==> src/rtl/led_shift_engine.sv <==
`default_nettype none
// ============================================================================
// Module      : led_shift_engine
// Description : Turns the timer's three-phase one-hot trigger lines into LED
//               shift steps. Rotate and bounce modes, a load handshake for new
//               patterns, run/pause control and a sticky phase-sequence error.
// Revision    : 1.0 - initial release
// ============================================================================
module led_shift_engine #(
    parameter int unsigned           WIDTH        = 8,
    parameter logic [WIDTH-1:0]      INIT_PATTERN = WIDTH'(1)
) (
    input  logic             clk,
    input  logic             sync_reset,
    input  logic             trigger1,
    input  logic             trigger2,
    input  logic             trigger3,
    input  logic             start,
    input  logic             stop,
    input  logic             mode,
    input  logic             dir_in,
    input  logic             load,
    input  logic [WIDTH-1:0] load_pattern,
    input  logic             err_clear,
    output logic [WIDTH-1:0] leds,
    output logic             dir,
    output logic             busy,
    output logic             load_ack,
    output logic             phase_err,
    output logic [7:0]       step_count
);

    // prev_phase value meaning "not yet synchronised to the timer"
    localparam logic [1:0] c_PHASE_NONE = 2'd3;

    typedef enum logic [1:0] {
        S_IDLE  = 2'd0,
        S_RUN   = 2'd1,
        S_PAUSE = 2'd2
    } state_t;

    state_t     r_state;
    logic [1:0] r_prev_phase;
    logic       r_load_seen;

    logic             w_phase_valid;
    logic [1:0]       w_phase;
    logic [1:0]       w_expected;
    logic [1:0]       w_prev_next;
    logic             w_advance;
    logic             w_seq_err;
    logic             w_accept;
    logic [WIDTH-1:0] w_shift_leds;
    logic             w_shift_dir;

    // Decode the trigger lines: exactly one high line is a valid phase.
    always_comb begin
        w_phase_valid = 1'b1;
        w_phase       = c_PHASE_NONE;
        case ({trigger3, trigger2, trigger1})
            3'b001:  w_phase = 2'd0;
            3'b010:  w_phase = 2'd1;
            3'b100:  w_phase = 2'd2;
            default: w_phase_valid = 1'b0;
        endcase
    end

    // Compare the decoded phase with the last one seen to find advances and sequence errors.
    always_comb begin
        w_expected  = (r_prev_phase == 2'd2) ? 2'd0 : r_prev_phase + 2'd1;
        w_prev_next = r_prev_phase;
        w_advance   = 1'b0;
        w_seq_err   = 1'b0;
        if (!w_phase_valid) begin
            // Invalid combination: flag it and resynchronise on the next valid phase.
            w_seq_err   = 1'b1;
            w_prev_next = c_PHASE_NONE;
        end else if (r_prev_phase == c_PHASE_NONE) begin
            w_prev_next = w_phase;
        end else if (w_phase == r_prev_phase) begin
            w_prev_next = r_prev_phase;
        end else if (w_phase == w_expected) begin
            w_advance   = 1'b1;
            w_prev_next = w_phase;
        end else begin
            w_seq_err   = 1'b1;
            w_prev_next = w_phase;
        end
    end

    // Next LED pattern and direction for one shift step in the current mode.
    always_comb begin
        w_shift_leds = leds;
        w_shift_dir  = dir;
        if (!mode) begin
            w_shift_leds = dir ? {leds[0], leds[WIDTH-1:1]}
                               : {leds[WIDTH-2:0], leds[WIDTH-1]};
        end else if (leds[WIDTH-1] && leds[0]) begin
            // Both ends lit: nowhere to bounce, so the pattern and direction hold.
            w_shift_leds = leds;
        end else begin
            // Turn around before a lit end bit would fall off, then shift that way.
            if (!dir && leds[WIDTH-1]) begin
                w_shift_dir = 1'b1;
            end else if (dir && leds[0]) begin
                w_shift_dir = 1'b0;
            end
            w_shift_leds = w_shift_dir ? {1'b0, leds[WIDTH-1:1]}
                                       : {leds[WIDTH-2:0], 1'b0};
        end
    end

    // A load is taken once per request, and never while running.
    assign w_accept = load && !r_load_seen && (r_state != S_RUN);

    // Control FSM, phase tracking, handshake and LED register update.
    always_ff @(posedge clk) begin
        if (sync_reset) begin
            r_state      <= S_IDLE;
            r_prev_phase <= c_PHASE_NONE;
            r_load_seen  <= 1'b0;
            leds         <= INIT_PATTERN;
            dir          <= 1'b0;
            busy         <= 1'b0;
            load_ack     <= 1'b0;
            phase_err    <= 1'b0;
            step_count   <= 8'd0;
        end else begin
            r_prev_phase <= w_prev_next;
            load_ack     <= w_accept;

            // A new error on the same edge as err_clear keeps the flag set.
            if (w_seq_err) begin
                phase_err <= 1'b1;
            end else if (err_clear) begin
                phase_err <= 1'b0;
            end

            if (w_accept) begin
                r_load_seen <= 1'b1;
            end else if (!load) begin
                r_load_seen <= 1'b0;
            end

            if (w_accept) begin
                leds       <= load_pattern;
                dir        <= dir_in;
                step_count <= 8'd0;
            end else if (w_advance && (r_state == S_RUN)) begin
                leds       <= w_shift_leds;
                dir        <= w_shift_dir;
                step_count <= step_count + 8'd1;
            end

            // Priority: load, then stop, then start.
            if (w_accept) begin
                r_state <= S_IDLE;
                busy    <= 1'b0;
            end else if (stop) begin
                if (r_state == S_RUN) begin
                    r_state <= S_PAUSE;
                    busy    <= 1'b0;
                end
            end else if (start) begin
                // An all-dark pattern has nothing to show, so IDLE refuses to start.
                if ((r_state == S_PAUSE) || ((r_state == S_IDLE) && (leds != '0))) begin
                    r_state <= S_RUN;
                    busy    <= 1'b1;
                end
            end
        end
    end

endmodule
`default_nettype wire

==> config.mk <==
export PLATFORM = sky130hd
export DESIGN_NAME = led_shift_engine
export DESIGN_NICKNAME = d
export VERILOG_FILES = /design/src/rtl/led_shift_engine.sv
export SDC_FILE = /design/constraint.sdc
export NUM_CORES = 1
export LEC_CHECK = 0
export BUFFER_PORTS_ARGS = -buffer_cell sky130_fd_sc_hd__buf_2
export CORE_AREA = 2 2 59 61
export DETAILED_ROUTE_END_ITERATION = 12
export DIE_AREA = 0 0 61 63
export PLACE_DENSITY_LB_ADDON = 0.3
export SKIP_LAST_GASP = 1
export SYNTH_ARGS = -nofsm -noshare
export SYNTH_HDL_FRONTEND = slang
export SYNTH_SLANG_ARGS = --single-unit
==> constraint.sdc <==
create_clock -name clk -period 2.1 [get_ports clk]
set_clock_uncertainty 0.2 [all_clocks]
set_input_delay 0.42 -clock clk [delete_from_list [all_inputs] [get_ports clk]]
set_output_delay 0.42 -clock clk [all_outputs]
set_load 0.02 [all_outputs]
==> Yosys cells after proc, flatten, opt, wreduce, memory -nomap -nowiden <==
Cells that the tools add are included.
{ "classes": {"add_sub_neg": 2, "mux": 39, "eq_ne": 15, "n_bitwise": 1, "n_reduce_logical": 23} }
{ "ops": {"columns": ["op", "n"], "rows": [
  ["8-bit 2-to-1 mux", 6],
  ["1-bit 2-to-1 mux", 25],
  ["2-bit 2-to-1 mux", 7],
  ["2-bit nonzero test", 5],
  ["8-bit by 1-bit adder with 8-bit output, second input constant", 1],
  ["8-bit nonzero test", 1],
  ["1-bit logical AND", 7],
  ["2-bit == test, second input constant", 3],
  ["2-bit by 1-bit inequality test with 1-bit output, second input constant", 3],
  ["2-bit one-hot mux with 3 select lines", 1],
  ["3-bit AND reduction", 2],
  ["2-bit == test", 2],
  ["2-bit inequality test, second input constant", 2],
  ["2-bit OR reduction", 2],
  ["3-bit by 1-bit == test with 1-bit output, second input constant", 1],
  ["3-bit by 2-bit == test with 1-bit output, second input constant", 1],
  ["3-bit == test, second input constant", 1],
  ["3-bit inequality test, second input constant", 1],
  ["3-bit OR reduction", 1],
  ["2-bit by 1-bit adder with 2-bit output, second input constant", 1],
  ["2-bit by 1-bit == test with 1-bit output, second input constant", 1],
  ["1-bit zero test", 2],
  ["2-bit zero test", 1],
  ["2-bit AND reduction", 1],
  ["other kinds (2)", 2]
]} }
{ "totals": {"regBits": 25, "wordCells": 89} }

==> Longest topological paths before layout <==
Gate-level depths: netlist of the first run.
{ "depth": {"word_depth": 10, "ltp_mapped": 6, "ltp_nobuf": 5} }

==> Least setup slack after synthesis of the first run <==
OpenSTA, ideal clock, no wires.
{ "synth_timing": {"kind": "input -> register", "from": "input port trigger3", "to": "register leds[3]", "t_arrival_ps": 2010, "setup_slack_ps": -231, "path_stages": 6, "required_ps": 1779, "path_cell_list": "buf_2 or3b_4 a211oi_4 o211ai_2 nand2_1 mux2_2"} }
{ "synth_via": {"elab_chain_len": 10, "word_cells_on_any_way": 15, "cone_classes": "5 x eq/ne; 6 x mux; 4 x reduce/logical"} }
{ "synth_rtl": {"columns": ["item", "line_no", "rtl"], "rows": [
  ["from (decl)", "17", "input logic trigger3,"],
  ["3-bit == test (tied with other cells)", "60", "case ({trigger3, trigger2, trigger1})"],
  ["2-bit one-hot mux with 3 select lines", "60", null],
  ["2-bit == test", "82", "end else if (w_phase == w_expected) begin"],
  ["1-bit 2-to-1 mux", "82", null],
  ["1-bit 2-to-1 mux", "80", "end else if (w_phase == r_prev_phase) begin"],
  ["1-bit 2-to-1 mux", "78", "end else if (r_prev_phase == c_PHASE_NONE) begin"],
  ["1-bit 2-to-1 mux *", "74", "if (!w_phase_valid) begin"],
  ["1-bit logical AND *", "149", "end else if (w_advance && (r_state == S_RUN)) begin"],
  ["2-bit nonzero test (no source line) *", null, null],
  ["2-bit AND reduction (no source line) *", null, null],
  ["to (signal assigned)", "146", "leds <= load_pattern;"],
  ["to (signal assigned)", "150", "leds <= w_shift_leds;"],
  ["to (decl)", "25", "output logic [WIDTH-1:0] leds,"]
]} }
Every way passes the cells marked *; elsewhere a longest branch is shown, timed or not.
A chain may end at the register's enable or synchronous reset.

==> Worst setup path in the final report of the first run <==
{ "layout_timing": {"from": "register r_prev_phase[0]", "to": "register leds[0]"} }
{ "layout_via": {"elab_chain_len": 10, "word_cells_on_any_way": 13, "cone_classes": "1 x add/sub; 4 x eq/ne; 5 x mux; 3 x reduce/logical"} }
{ "layout_rtl": {"columns": ["item", "line_no", "rtl"], "rows": [
  ["from (decl)", "43", "logic [1:0] r_prev_phase;"],
  ["from (signal assigned)", "120", "r_prev_phase <= c_PHASE_NONE;"],
  ["from (signal assigned)", "129", "r_prev_phase <= w_prev_next;"],
  ["2-bit by 1-bit adder with 2-bit output or 2-bit == test (tied branches)", "70", "w_expected = (r_prev_phase == 2'd2) ? 2'd0 : r_prev_phase + 2'd1;"],
  ["2-bit 2-to-1 mux", "70", null],
  ["2-bit == test", "82", null],
  ["1-bit 2-to-1 mux", "82", null],
  ["1-bit 2-to-1 mux", "80", null],
  ["1-bit 2-to-1 mux *", "78", null],
  ["1-bit 2-to-1 mux *", "74", null],
  ["1-bit logical AND *", "149", null],
  ["2-bit nonzero test (no source line) *", null, null],
  ["2-bit AND reduction (no source line) *", null, null]
]} }
Marked as above.

==> metrics.txt, run 1 <==
FILL cells=a little over 300; vias per std cell=5.69; critical path class=flop to flop; Die X=61 µm; initial antenna violation count=0; drt wl/cell=roughly 14 µm; share of layout cells above drive strength 1=37.4%; first-pass GRT wire length=between 6000 and 7000 µm; Reg2Reg Setup Slack=0.06 ns; DP Wirelength=2790 µm; Routed WL=3640 µm; IO buf count=38; Buffers & Inverters on Critical Path=1; RSZ-0062 raised after global routing=yes; TritonCTS buffer count=3; Mapped Cells=167; DRT antenna net count=0; clock root buffer=clkbuf_4; CP Cell Sequence=or3b_4 -> a211oi_4 -> buf_4 -> o211ai_4 -> a221o_1 -> o31a_1; reg2reg end=leds[0]; Slew Limit Fails=0; worst slew pin tran=between 0.5 and 0.6 ns; synth warn=0; synth unique cells=between 50 and 60; CTS tree=built; max incr delay on CP=0.38 ns; core area=0.00323 mm²; WP data arrival=2.08 ns; max-cap viol count=0; synthesized area per cell=8.56 µm²; Tot Pwr=1.10 mW; drt pass-1 iters=4; worst hold stages=2; routability cong.=approximately 0.88; maximum level of the CTS H-tree=1; vias in the first global route=1433; largest net degree at the start of global routing=20; Min-Delay Endpoint=r_state[1]; clock-pin slew on the worst setup and hold paths=roughly 0.14 ns; # setup viols final=0; crit-path max FO=8; Synth Flop Type=dfxtp_1; Die ar.=0.00384 mm²; Worst Hold Class=input pin to flop; delay-heaviest family, CP=compound AO/OA/AOI/OAI gates; Critical Path Source Type=flop; register bit count reported by yosys=24; Slowest cell on crit path=or3b_4; Total GRT Usage=20.4%; Starting Density=44.3%; Clock Tree Buf Depth=2; FP Rows=21; final core occ=between 50% and 60%; ANT cells=0; Max rail drop VDD=0.281 mV; pwr/cell area=573 mW/mm²; Crit. End Element=flop; FMAX=0.490 GHz; cell area after synthesis=0.00143 mm²; fin nets=240; clk sinks=24; cells on worst reg2reg path=6; WP data required=~2.1 ns; placed cell areas=0.00184 mm²; fin crit share=97.2%; I/O pins=39; Worst Min Path Start=start; Net Count, Synth=187; ys async rst share=0%; Iter 0 DRT Violations=51; fin crit period=about 2.0 ns; post-synthesis sequential area ratio=roughly 34%; max_slew headroom=about 64%; cell area after layout=0.00192 mm²; Leakage=0.835 nW; status=completed; # DRC=0; Fin. Hold Viols=0; die height=63 µm; via count=1508; grt ovf=0; EDFF count, synth=0; r2r startpoint=r_prev_phase[0]; clk_lat worst skew=0.33 ns; layout overhead on the synthesized area=34.6%
## synthesized netlist by cell type, drive strengths merged, types with 2 or more instances
| cell type | number | share of area, % |
|---|---|---|
| a211o | 2 | 1.2 |
| xor2 | 3 | 1.8 |
| dfxtp | 24 | 34 |
| a221oi | 2 | 1.2 |
| a211oi | 4 | 3.0 |
| clkbuf | 8 | 2.1 |
| a41o | 2 | 1.4 |
| xnor2 | 2 | 1.2 |
| buf | 2 | 1.1 |
| a21oi | 18 | 6.3 |
| mux2 | 2 | 1.6 |
| nand3 | 5 | 1.7 |
| nand2b | 4 | 1.7 |
| o21ai | 9 | 3.9 |
| nand3b | 5 | 2.6 |
| nor4 | 2 | 0.87 |
| or3 | 5 | 2.4 |
| o41ai | 2 | 1.2 |
| o22ai | 2 | 0.87 |
| nor2b | 4 | 1.7 |
| o2111a | 2 | 1.6 |
| mux2i | 5 | 3.5 |
| a21bo | 2 | 1.4 |
| a2111oi | 2 | 1.2 |
| nor3 | 4 | 1.7 |
| o211ai | 2 | 1.4 |
| inv | 5 | 1.3 |
| nand2 | 8 | 2.1 |
| nor2 | 14 | 3.7 |
## per-stage QoR
stage / instances / hold WS [ns] / TNS (ns) / worst slack, ns
floorplan: 167 / 0.276 / -0.882 / -0.130
global placement: 261 / 0.256 / -0.861 / -0.104
detailed placement: 261 / 0.264 / -1.14 / -0.133
CTS: 265 / 0.0727 / 0 / 0.0270
global route: 265 / 0.0578 / -0.0183 / -0.0102
finish: 265 / 0.0659 / 0 / 0.0582
## timing repair
| action | 4_1_cts | 5_1_grt |
|---|---|---|
| resized for setup | 0 | 5 |
| buffers inserted | 0 | 0 |
| hold buffers | 0 | 0 |
| endpoints found under the setup margin | 0 | 8 |
| endpoints found under the hold margin | 0 | 0 |
## how the worst max path moves through the flow
stage	slack, ns	startpoint	depth (start not counted)	to
6_report	0.06	r_prev_phase[0]	6	leds[0]
5_1_grt	-0.01	r_prev_phase[0]	6	leds[6]
4_1_cts	0.03	r_prev_phase[0]	6	leds[5]
3_5_place_dp	-0.13	trigger3	7	leds[5]
3_3_place_gp	-0.10	trigger3	7	leds[6]
2_1_floorplan	-0.13	trigger3	6	leds[3]
## flip-flops by register name, summed over array words and instances, names as in the netlist
| name | cells |
|---|---|
| dir | 1 |
| r_load_seen | 1 |
| r_prev_phase | 2 |
| leds | 8 |
| phase_err | 1 |
| step_count | 8 |
| load_ack | 1 |
| r_state | 2 |
## cell type report
type	count	area [µm²]	area share, %
Multi-Input combinational cell	128	961	49.9
Sequential cell	24	482	25.0
Timing Repair Buffer	58	353	18.3
Tap cell	46	57.6	2.99
Clock inverter	1	30.0	1.56
Clock buffer	3	22.5	1.17
Inverter	5	18.8	0.975
## report_power, final
part           leakage, nW  internal (mW)  switching (mW)
clock network       0.0279          0.193           0.153
logic                0.611          0.115           0.135
registers            0.196          0.477          0.0279
total                0.835          0.785           0.316
## cell families (layout without fill, tap and decap cells)
| logic type | count (synthesis) | in the layout | share of synthesized area, % |
|---|---|---|---|
| simple gates | 57 | 57 | 22.2 |
| flops | 24 | 24 | 33.6 |
| buf+inv | 15 | 67 | 4.55 |
| mux | 7 | 7 | 5.07 |
| xor+xnor | 5 | 5 | 3.06 |
| fa+ha+maj | 1 | 1 | 0.875 |
| compound gates | 58 | 58 | 30.6 |
## cell usage in the layout, fill, tap and decap left out, drive strengths merged, types with 3 or more instances in the layout
master and n:
clkbuf 3, o21ai 9, nand2 8, a211oi 4, or3 5, mux2i 5
dfxtp 24, nand2b 4, inv 5, a21oi 18, nand3b 5, buf 58
nor2 14, nand3 5, xor2 3, nor2b 4, nor3 4
## routing by layer
metal	GRT usage (%)	routed length (µm)	vias up
li1	-	-	741
met1	26.7	1590	712
met2	32.9	1790	46
met3	3.11	179	9
met4	7.61	82	0
met5	0	0	-
Note: power is estimated with default switching activity, not from simulation.
==> run 2, diff against run 1 <==
CORE_AREA = 10 10 67 69   (was 2 2 59 61)
DIE_AREA = 0 0 77 79   (was 0 0 61 63)
RECOVER_POWER = 50   (was not set)
==> metrics.txt, run 2 (synthesized netlist as in run 1, its figures left out) <==
Max rail drop VDD=0.283 mV (+0.89%); Layout Cells excl Fill=262 (-1.1%); vias in the first global route=1491 (+4.0%); share of layout cells above drive strength 1=35.2% (-2.3 points); Iter 0 DRT Violations=29 (-43%); ANT cells=0 (unchanged); # setup viols final=0 (unchanged); Tot Pwr=0.952 mW (-14%); most common cell after layout, fill and taps aside=buf_2; FMAX=0.486 GHz (-0.76%); switch share=31.6% (+2.9 points); DRT antenna net count=0 (unchanged); clock root buffer=clkbuf_4; Worst Setup SP=r_prev_phase[0]; Total GRT Usage=12.6% (-7.7 points); fin crit period=2.06 ns (+0.0156 ns); die height=79 µm (+25%); Clock Tree Buf Depth=2 (unchanged); Starting Density=44.3% (unchanged); Post-Place Cells=258 (-1.1%); I/O pins=39 (unchanged); critical path class=flop to flop; worst slew pin tran=0.510 ns (-0.0268 ns); crit-path max FO=6 (-2); largest net degree at the start of global routing=22 (+10%); final hold slack=0.103 ns (+0.0367 ns); max_slew headroom=65.9% (+1.8 points); final core occ=57.0% (-2.5 points); Worst Hold Class=input pin to flop; fin crit share=98.0% (+0.74 points); Switch Pwr=0.301 mW (-4.8%); FP Rows=21 (unchanged); clk_lat worst skew=0.32 ns (about the same); vias per std cell=5.61 (-1.5%); pwr/cell area=517 mW/mm² (-9.8%); Regs by FF count=leds x8, step_count x8; clk sinks=24 (unchanged); Die ar.=0.00608 mm² (+58%); Fin. Hold Viols=0 (unchanged); Worst Min Path Start=start; initial antenna violation count=0 (unchanged); drt pass-1 iters=6 (+2); first-pass GRT wire length=6620 µm (+8.0%); RSZ-0062 raised after global routing=yes; Critical Path Source Type=flop; # DRC=0 (unchanged); Clock power frac=21.7% (-9.8 points); routability cong.=0.835 (-5.5%); grt ovf=0 (unchanged); Gate power share=25.0% (+2.3 points); fin nets=238 (-0.83%); DP Wirelength=3090 µm (+11%); WP data required=2.15 ns (about the same); WP data arrival=2.11 ns (+0.03 ns); TritonCTS buffer count=3 (unchanged); CTS tree=built; drt wl/cell=15.3 µm (+12%); max incr delay on CP=0.42 ns (+0.04 ns); internal power=0.651 mW (-17%); Die X=77 µm (+26%); Slew Limit Fails=0 (unchanged); IO buf count=38 (unchanged); status=completed; clock-pin slew on the worst setup and hold paths=0.13 ns (about the same); max-cap viol count=0 (unchanged); maximum level of the CTS H-tree=1 (unchanged); CP Cell Sequence=or3b_4 -> a211oi_4 -> buf_4 -> o21ai_4 -> or4_1 -> a21oi_1; FILL cells=326 (+6.2%); sequential share of power=53.2% (+7.3 points); layout overhead on the synthesized area=28.9%; most frequent cells in the layout=38 x buf_2, 23 x dfxtp_1, 17 x a21oi_1, 15 x buf_4, 14 x nor2_1; via count=1469 (-2.6%); Slowest cell on crit path=or4_1; Leakage=0.795 nW (-4.8%); core area=0.00323 mm² (unchanged); Routed WL=4020 µm (+10%); Crit. End Element=flop; r2r startpoint=r_prev_phase[0]
[run 2: power groups by stage]
stage / Sequential, mW / Combinational [mW] / Clock (mW)
final: 0.507 / 0.238 / 0.207
after global routing: 0.511 / 0.262 / 0.228
after CTS: 0.506 / 0.238 / 0.220
after detailed placement: 0.516 / 0.236 / 0
after global placement: 0.514 / 0.229 / 0
after floorplan: 0.526 / 0.146 / 0
[run 2: layout make-up]
type	instances	area, µm²	share of cell area, %
timing repair buffer	56	314	17.0
sequential	24	482	26.1
tap	46	57.6	3.12
inverter	5	18.8	1.02
clock buffer	3	22.5	1.22
multi-input combinational	128	948	51.5
[run 2: repair_timing]
item / 4_1_cts / 5_1_grt
endpoints found under the setup margin: 0 / 13
hold buffers: 0 / 0
setup buffers: 0 / 1
resized for setup: 0 / 4
[run 2: critical path, delay by kind of cell, from the launching register on]
kind	cells	cell delay (ns)
AO/OA/AOI/OAI	3	0.45
buffers and inverters	1	0.17
flip-flops	1	0.37
AND/OR/NAND/NOR	2	0.80
[run 2: final timing paths]
kind,to,cells past startpoint,slack (ns)
max,step_count[5],6,0.04
max reg2reg,step_count[5],6,0.04
min reg2reg,phase_err,2,0.28
min,r_state[1],2,0.10
[run 2: through the flow]
step                      worst slack (ns)  setup TNS, ns  area, µm²
after CTS                         0.000860              0       1830
after global routing              -0.00633        -0.0112       1840
final                               0.0426              0       1840
after floorplan                     -0.130         -0.882       1490
after detailed placement            -0.177          -1.53       1810
after global placement              -0.108         -0.943       1810
[run 2: per-layer routing]
layer | track usage, % | share of wire [%] | vias to the layer above
met3 | 3.15 | 5.4 | 4
met1 | 14.3 | 44 | 696
met5 | 0 | 0 | -
met2 | 22.8 | 49 | 42
li1 | - | - | 727
met4 | 4.38 | 1.2 | 0
